File: src/rtl/leds_pattern.sv
// LED pattern generator: static, blink, bouncing LED and binary counter modes,
// all advancing on a shared prescaled tick.
module leds_pattern #(
  parameter int unsigned WIDTH   = 8,
  parameter int unsigned DIV     = 12000000,
  parameter logic [7:0]  PATTERN = 8'hAA
) (
  input  logic             clk,
  input  logic             rst,
  input  logic [1:0]       mode,
  output logic [WIDTH-1:0] LPORT,
  output logic             tick
);

  localparam int unsigned CW = (DIV > 1) ? $clog2(DIV) : 1;
  localparam logic [CW-1:0] CNT_MAX = CW'(DIV - 1);

  typedef enum logic [1:0] {
    MODE_STATIC = 2'd0,
    MODE_BLINK  = 2'd1,
    MODE_BOUNCE = 2'd2,
    MODE_COUNT  = 2'd3
  } mode_e;

  // Zero-extend or truncate the 8-bit pattern to the LED width
  function automatic logic [WIDTH-1:0] fit_pattern(input logic [7:0] p);
    logic [WIDTH-1:0] r;
    r = '0;
    for (int unsigned i = 0; i < WIDTH; i++) begin
      if (i < 8) r[i] = p[i[2:0]];
    end
    return r;
  endfunction

  localparam logic [WIDTH-1:0] PAT = fit_pattern(PATTERN);

  function automatic logic [WIDTH-1:0] init_value(input mode_e m);
    logic [WIDTH-1:0] r;
    case (m)
      MODE_BOUNCE: r = WIDTH'(1);
      MODE_COUNT:  r = '0;
      default:     r = PAT;
    endcase
    return r;
  endfunction

  mode_e            mode_q, mode_d;
  logic [CW-1:0]    cnt_q, cnt_d;
  logic [WIDTH-1:0] led_q, led_d;
  logic             dir_down_q, dir_down_d;
  logic             tick_q, tick_d;
  logic             step;
  mode_e            mode_in;

  assign step    = (cnt_q == CNT_MAX);
  assign mode_in = mode_e'(mode);

  // Next-state: a mode change wins over a coincident step
  always_comb begin
    mode_d     = mode_q;
    cnt_d      = cnt_q;
    led_d      = led_q;
    dir_down_d = dir_down_q;
    tick_d     = 1'b0;
    if (mode_in != mode_q) begin
      mode_d     = mode_in;
      cnt_d      = '0;
      led_d      = init_value(mode_in);
      dir_down_d = 1'b0;
    end else begin
      cnt_d  = step ? '0 : cnt_q + CW'(1);
      tick_d = step;
      if (step) begin
        case (mode_q)
          MODE_BLINK: led_d = ~led_q;
          MODE_BOUNCE: begin
            if (WIDTH == 1) begin
              led_d = led_q;
            end else if (!dir_down_q) begin
              if (led_q[WIDTH-1]) begin
                led_d      = led_q >> 1;
                dir_down_d = 1'b1;
              end else begin
                led_d = led_q << 1;
              end
            end else begin
              if (led_q[0]) begin
                led_d      = led_q << 1;
                dir_down_d = 1'b0;
              end else begin
                led_d = led_q >> 1;
              end
            end
          end
          MODE_COUNT: led_d = led_q + WIDTH'(1);
          default:    led_d = led_q;
        endcase
      end
    end
  end

  always_ff @(posedge clk) begin
    if (rst) begin
      mode_q     <= MODE_STATIC;
      cnt_q      <= '0;
      led_q      <= PAT;
      dir_down_q <= 1'b0;
      tick_q     <= 1'b0;
    end else begin
      mode_q     <= mode_d;
      cnt_q      <= cnt_d;
      led_q      <= led_d;
      dir_down_q <= dir_down_d;
      tick_q     <= tick_d;
    end
  end

  assign LPORT = led_q;
  assign tick  = tick_q;

endmodule

File: config.mk
export PLATFORM = sky130hd
export DESIGN_NAME = leds_pattern
export DESIGN_NICKNAME = d
export VERILOG_FILES = /design/src/rtl/leds_pattern.sv
export SDC_FILE = /design/constraint.sdc
export NUM_CORES = 1
export LEC_CHECK = 0
export ABC_AREA = 1
export CORE_MARGIN = 1.5
export CORE_UTILIZATION = 64
export DETAILED_ROUTE_END_ITERATION = 8
export GPL_TIMING_DRIVEN = 0
export PLACE_DENSITY = 0.85
export SETUP_SLACK_MARGIN = 0.15
export SLEW_MARGIN = 10
export SYNTH_ARGS = -nofsm -noshare
export SYNTH_HDL_FRONTEND = slang
export SYNTH_SLANG_ARGS = --single-unit
export TNS_END_PERCENT = 5
File: constraint.sdc
create_clock -name clk -period 2.5 [get_ports clk]
set_input_delay 0.5 -clock clk [delete_from_list [all_inputs] [get_ports clk]]
set_output_delay 0.5 -clock clk [all_outputs]
set_load 0.05 [all_outputs]
Yosys cells after proc, flatten, opt, wreduce, memory -nomap -nowiden

Index checks and enable logic that the tools add are counted.

Logic and storage cells: 31
Flip-flop bits (word level): 36
Output and inout port bits: 9

Bitwise operators: 1
Add/sub/neg operators: 2
Equal/unequal tests: 7
Reduce and logical (&&, ||, !) cells: 6
Muxes and demuxes: 10

Operator list:

| kind                                           | count |
|---|---|
| two-way mux 8 bit                              | 5 |
| adder 24 x 1 -> 24 bit (second input constant) | 1 |
| == test 24 bit (second input constant)         | 1 |
| case mux 8 bit (3 select lines)                | 1 |
| case mux 8 bit (2 select lines)                | 1 |
| adder 8 x 1 -> 8 bit (second input constant)   | 1 |
| == test 2 bit (second input constant)          | 4 |
| inverter 8 bit                                 | 1 |
| AND reduction 2 bit                            | 2 |
| nonzero test 4 bit                             | 1 |
| two-way mux 1 bit                              | 3 |
| OR reduction 3 bit                             | 1 |
| == test 2 x 1 -> 1 bit (second input constant) | 1 |
| != test 2 bit                                  | 1 |
| nonzero test 2 bit                             | 1 |
| OR reduction 2 bit                             | 1 |

Logic depth before layout (Yosys ltp)

Depth after elaboration: 5
Depth in mapped cells: 10

Worst setup path before layout

Ideal clock, no wire load.

Kind: reg2reg
Start: reg led_q[2], in the netlist LPORT[2]
End: reg led_q[5], in the netlist LPORT[5]
Clock period less this slack: 1.722 ns
Data required time: 2.369 ns
Library setup time: 0.131 ns
Buffers on the path: 1
Stages on the path, launching flop included: 9
Arrival: 1.592 ns
Setup slack: 0.778 ns
Cells stage by stage: dfxtp_1 -> clkbuf_1 -> nand3_1 -> nor2_1 -> nand3_1 -> nand3_1 -> o211ai_1 -> nand2_1 -> nand3_1

Word-level cells in the longest chain between the ends: 4

RTL lines:

| what                            | RTL line | text |
|---|---|---|
| start: declaration              | 49       | `logic [WIDTH-1:0] led_q, led_d;` |
| start signal: assignment        | 112      | `led_q <= led_d;` |
| adder 8 x 1 -> 8 bit            | 95       | `MODE_COUNT: led_d = led_q + WIDTH'(1);` |
| case mux 8 bit (3 select lines) | 74       | `case (mode_q)` |
| two-way mux 8 bit               | 73       | `if (step) begin` |
| two-way mux 8 bit               | 65       | `if (mode_in != mode_q) begin` |

No other way between the ends. The select of a mux whose other input is x is not followed.
A chain may end at the register's enable or synchronous reset.

Worst setup path in the final report

Start: reg led_q[5], in the netlist LPORT[5]
End: out LPORT[5]

RTL lines:

| what             | RTL line | text |
|---|---|---|
| end: declaration | 11       | `output logic [WIDTH-1:0] LPORT,` |

No word-level cell between the ends.

==> impl_metrics.csv <==
group,metric,value,unit
global_route,grt_pass1_wl,7.66,mm
timing,final.hold.worst_slack,0.460,ns
clocking,cts_buffers,5,
floorplan,initial_utilization,65.9,%
logic_synthesis,yosysSeqAreaShare,33.0,%
setup_path,start_kind,"flip-flop",
setup_path,crit_type,"flip-flop to output port",
setup_path,cp.required,2.00,ns
setup_path,cp_slowest_stage_delay,0.86,ns
timing,tightestPinTransition,0.495,ns
timing,fmax,0.451,GHz
floorplan,io_pins,13,
cells_and_area,register_area,721,um^2
floorplan,core_area,3310,um^2
global_route,grt_pass1_vias,1736,
routing,dr.pass1.iters,5,
logic_synthesis,synth_ff_type,"dfxtp_1",
cells_and_area,syn2layout_area_growth,10.3,%
run,drv.max_cap_violation_count,0,
routing,route.detailed.drc,0,
logic_synthesis,synth.distinct_cells,36,
cells_and_area,final_net_count,358,
logic_synthesis,yosysWarnings,0,
timing,fin_crit,2.22,ns
pwr,p_leak,0.915,nW
setup_path,crit_buf_inv,1,
global_route,grt_max_degree,13,
clocking,cts.clk_slew.worst_paths,0.12,ns
global_route,antenna_found_initial,0,
setup_path,worstPathMaxFanout,8,
timing,finalSetupTns,0,ns
routing,wl_per_cell,12.1,um
place,dpl.hpwl,3.66,mm
clocking,cts_tree,"done",
routing,wl,4.79,mm
logic_synthesis,synth-edff-count,0,
routing,via_per_inst,5.44,
logic_synthesis,ys_async_sr_fraction,0,%
setup_path,worst_r2r_path_depth,8,
timing,setup_viol,0,
pwr,powerDensity,447,nW/um^2
cells_and_area,multi_input_area,1290,um^2
timing,skew,0.0133,ns
logic_synthesis,synthCells,331,
logic_synthesis,synth.avg_cell_area,6.59,um^2
timing,relSlewSlack,66.9,%
clocking,clkLatencyLatePin,0.36,ns
cells_and_area,nFillCells,315,
routing,drtIter0Drc,214,
setup_path,crit_cells,1,
clocking,post_cts_resized,0,
clocking,cts.sinks,36,
setup_path,reg2reg_setup_slack,0.49,ns
setup_path,critical_path_arrival,1.72,ns
cells_and_area,layout_common_cells,"nand2_1, nor2_1, dfxtp_1, inv_1, nand3_1",
floorplan,die_area,3770,um^2
routing,postRouteAntennaNets,0,
clocking,clockRootBuffer,"clkbuf_4",
routing,vias,2154,
setup_path,endpoint_kind,"output port",
run_status,status,"finished, final reports clean",
setup_path,cpMaxStageDelayCell,"clkdlybuf4s50_1",
timing,rsz0062_at_grt,"false",
clocking,cts.path.max_buffers,2,
cells_and_area,num_antenna_cells,0,
hold_path,holdPathStages,1,
setup_path,crit_family,"buffers and inverters",
cells_and_area,fin_util,72.7,%
cells_and_area,drive_above_1_share,8.57,%
place,io_buffer_count,11,
floorplan,rows,21,
clocking,cts_hold_buf,0,
timing,slew_viol_final,0,
logic_synthesis,syn_nets,340,
timing,finalCritPeriodShare,88.6,%
pwr,ir_drop,0.380,mV
place,gp_congestion,0.931,
hold_path,hold_path_class,"flip-flop to flip-flop",
floorplan,die-height,61.4,um
global_route,grt_use_total,27.7,%
floorplan,die_w,61.4,um
setup_path,critical_path.cell_chain,"clkdlybuf4s50_1",
global_route,grt_overflow,0,
clocking,post_cts_buffers,0,
cells_and_area,final_common_cell,"nand2_1",
logic_synthesis,netlist_area,2180,um^2
timing,hold_viol_final,0,
logic_synthesis,ys_ff_latch,36,
clocking,htreeDepth,2,
[flip-flops by register name, summed over array words and instances (netlist names)]
| name | cells |
|---|---|
| tick | 1 |
| mode_q | 2 |
| dir_down_q | 1 |
| cnt_q | 24 |
| LPORT | 8 |
[path summary, 6_finish.rpt]
path	from	end
worst min-delay path	cnt_q[0]$_SDFF_PP0_	cnt_q[0]$_SDFF_PP0_
worst min register to register	cnt_q[0]$_SDFF_PP0_	cnt_q[0]$_SDFF_PP0_
worst max register to register	mode_q[0]$_SDFFE_PP0N_	LPORT[2]$_SDFFE_PP0P_
worst max-delay path	LPORT[5]$_SDFFE_PP1P_	LPORT[5]
[per-layer routing]
layer / global-route usage, % / routed length (um) / vias to the layer above
met1: 38.7 / 2300 / 963
met5: 0 / 0 / -
met4: 7.29 / 63 / 0
met3: 8.40 / 345 / 6
li1: - / - / 1119
met2: 42.1 / 2080 / 66
[power breakdown]
part | total [mW] | leakage, nW | switching (mW) | internal (mW)
clock network | 0.318 | 0.0349 | 0.210 | 0.108
logic | 0.155 | 0.588 | 0.105 | 0.0503
registers | 0.601 | 0.292 | 0.0167 | 0.585
[through the flow]
stage	worst slack [ns]	power (mW)	instance area [um^2]	cells
floorplan	0.778	0.722	2180	331
global placement	0.325	0.764	2350	388
detailed placement	0.276	0.766	2350	388
CTS	0.306	1.08	2410	396
global route	0.243	1.13	2410	396
finish	0.284	1.07	2410	396
[Yosys cell counts (3+ instances only)]
library cell,number,share of area (%)
a21oi_1,22,5.0
clkbuf_1,4,0.69
dfxtp_1,36,33
ha_1,5,2.9
inv_1,36,6.2
nand2_1,78,13
nand3_1,30,6.9
nand3_2,3,1.4
nand4_1,9,2.6
nor2_1,49,8.4
nor3_1,10,2.3
o211ai_1,5,1.7
o21ai_0,9,2.1
or2_2,5,1.4
xnor2_1,4,1.6
[cell families after synthesis]
group                      share of synthesized area (%)
and+or+nand+nor                                     42.6
buffers and inverters                               8.03
AOI/OAI and AO/OA                                   11.1
DFF                                                 33.0
xor gates and xnor gates                            2.41
adders and majority gates                           2.87
[final cells by class]
type,instances,area share (%)
buffer,7,1.35
clock buffer,5,1.56
clock inverter,3,0.780
inverter,38,5.93
multi-input combinational,250,53.5
sequential,36,30.0
tap,46,2.39
timing repair buffer,11,4.58
Power figures use the tool's default switching activity.
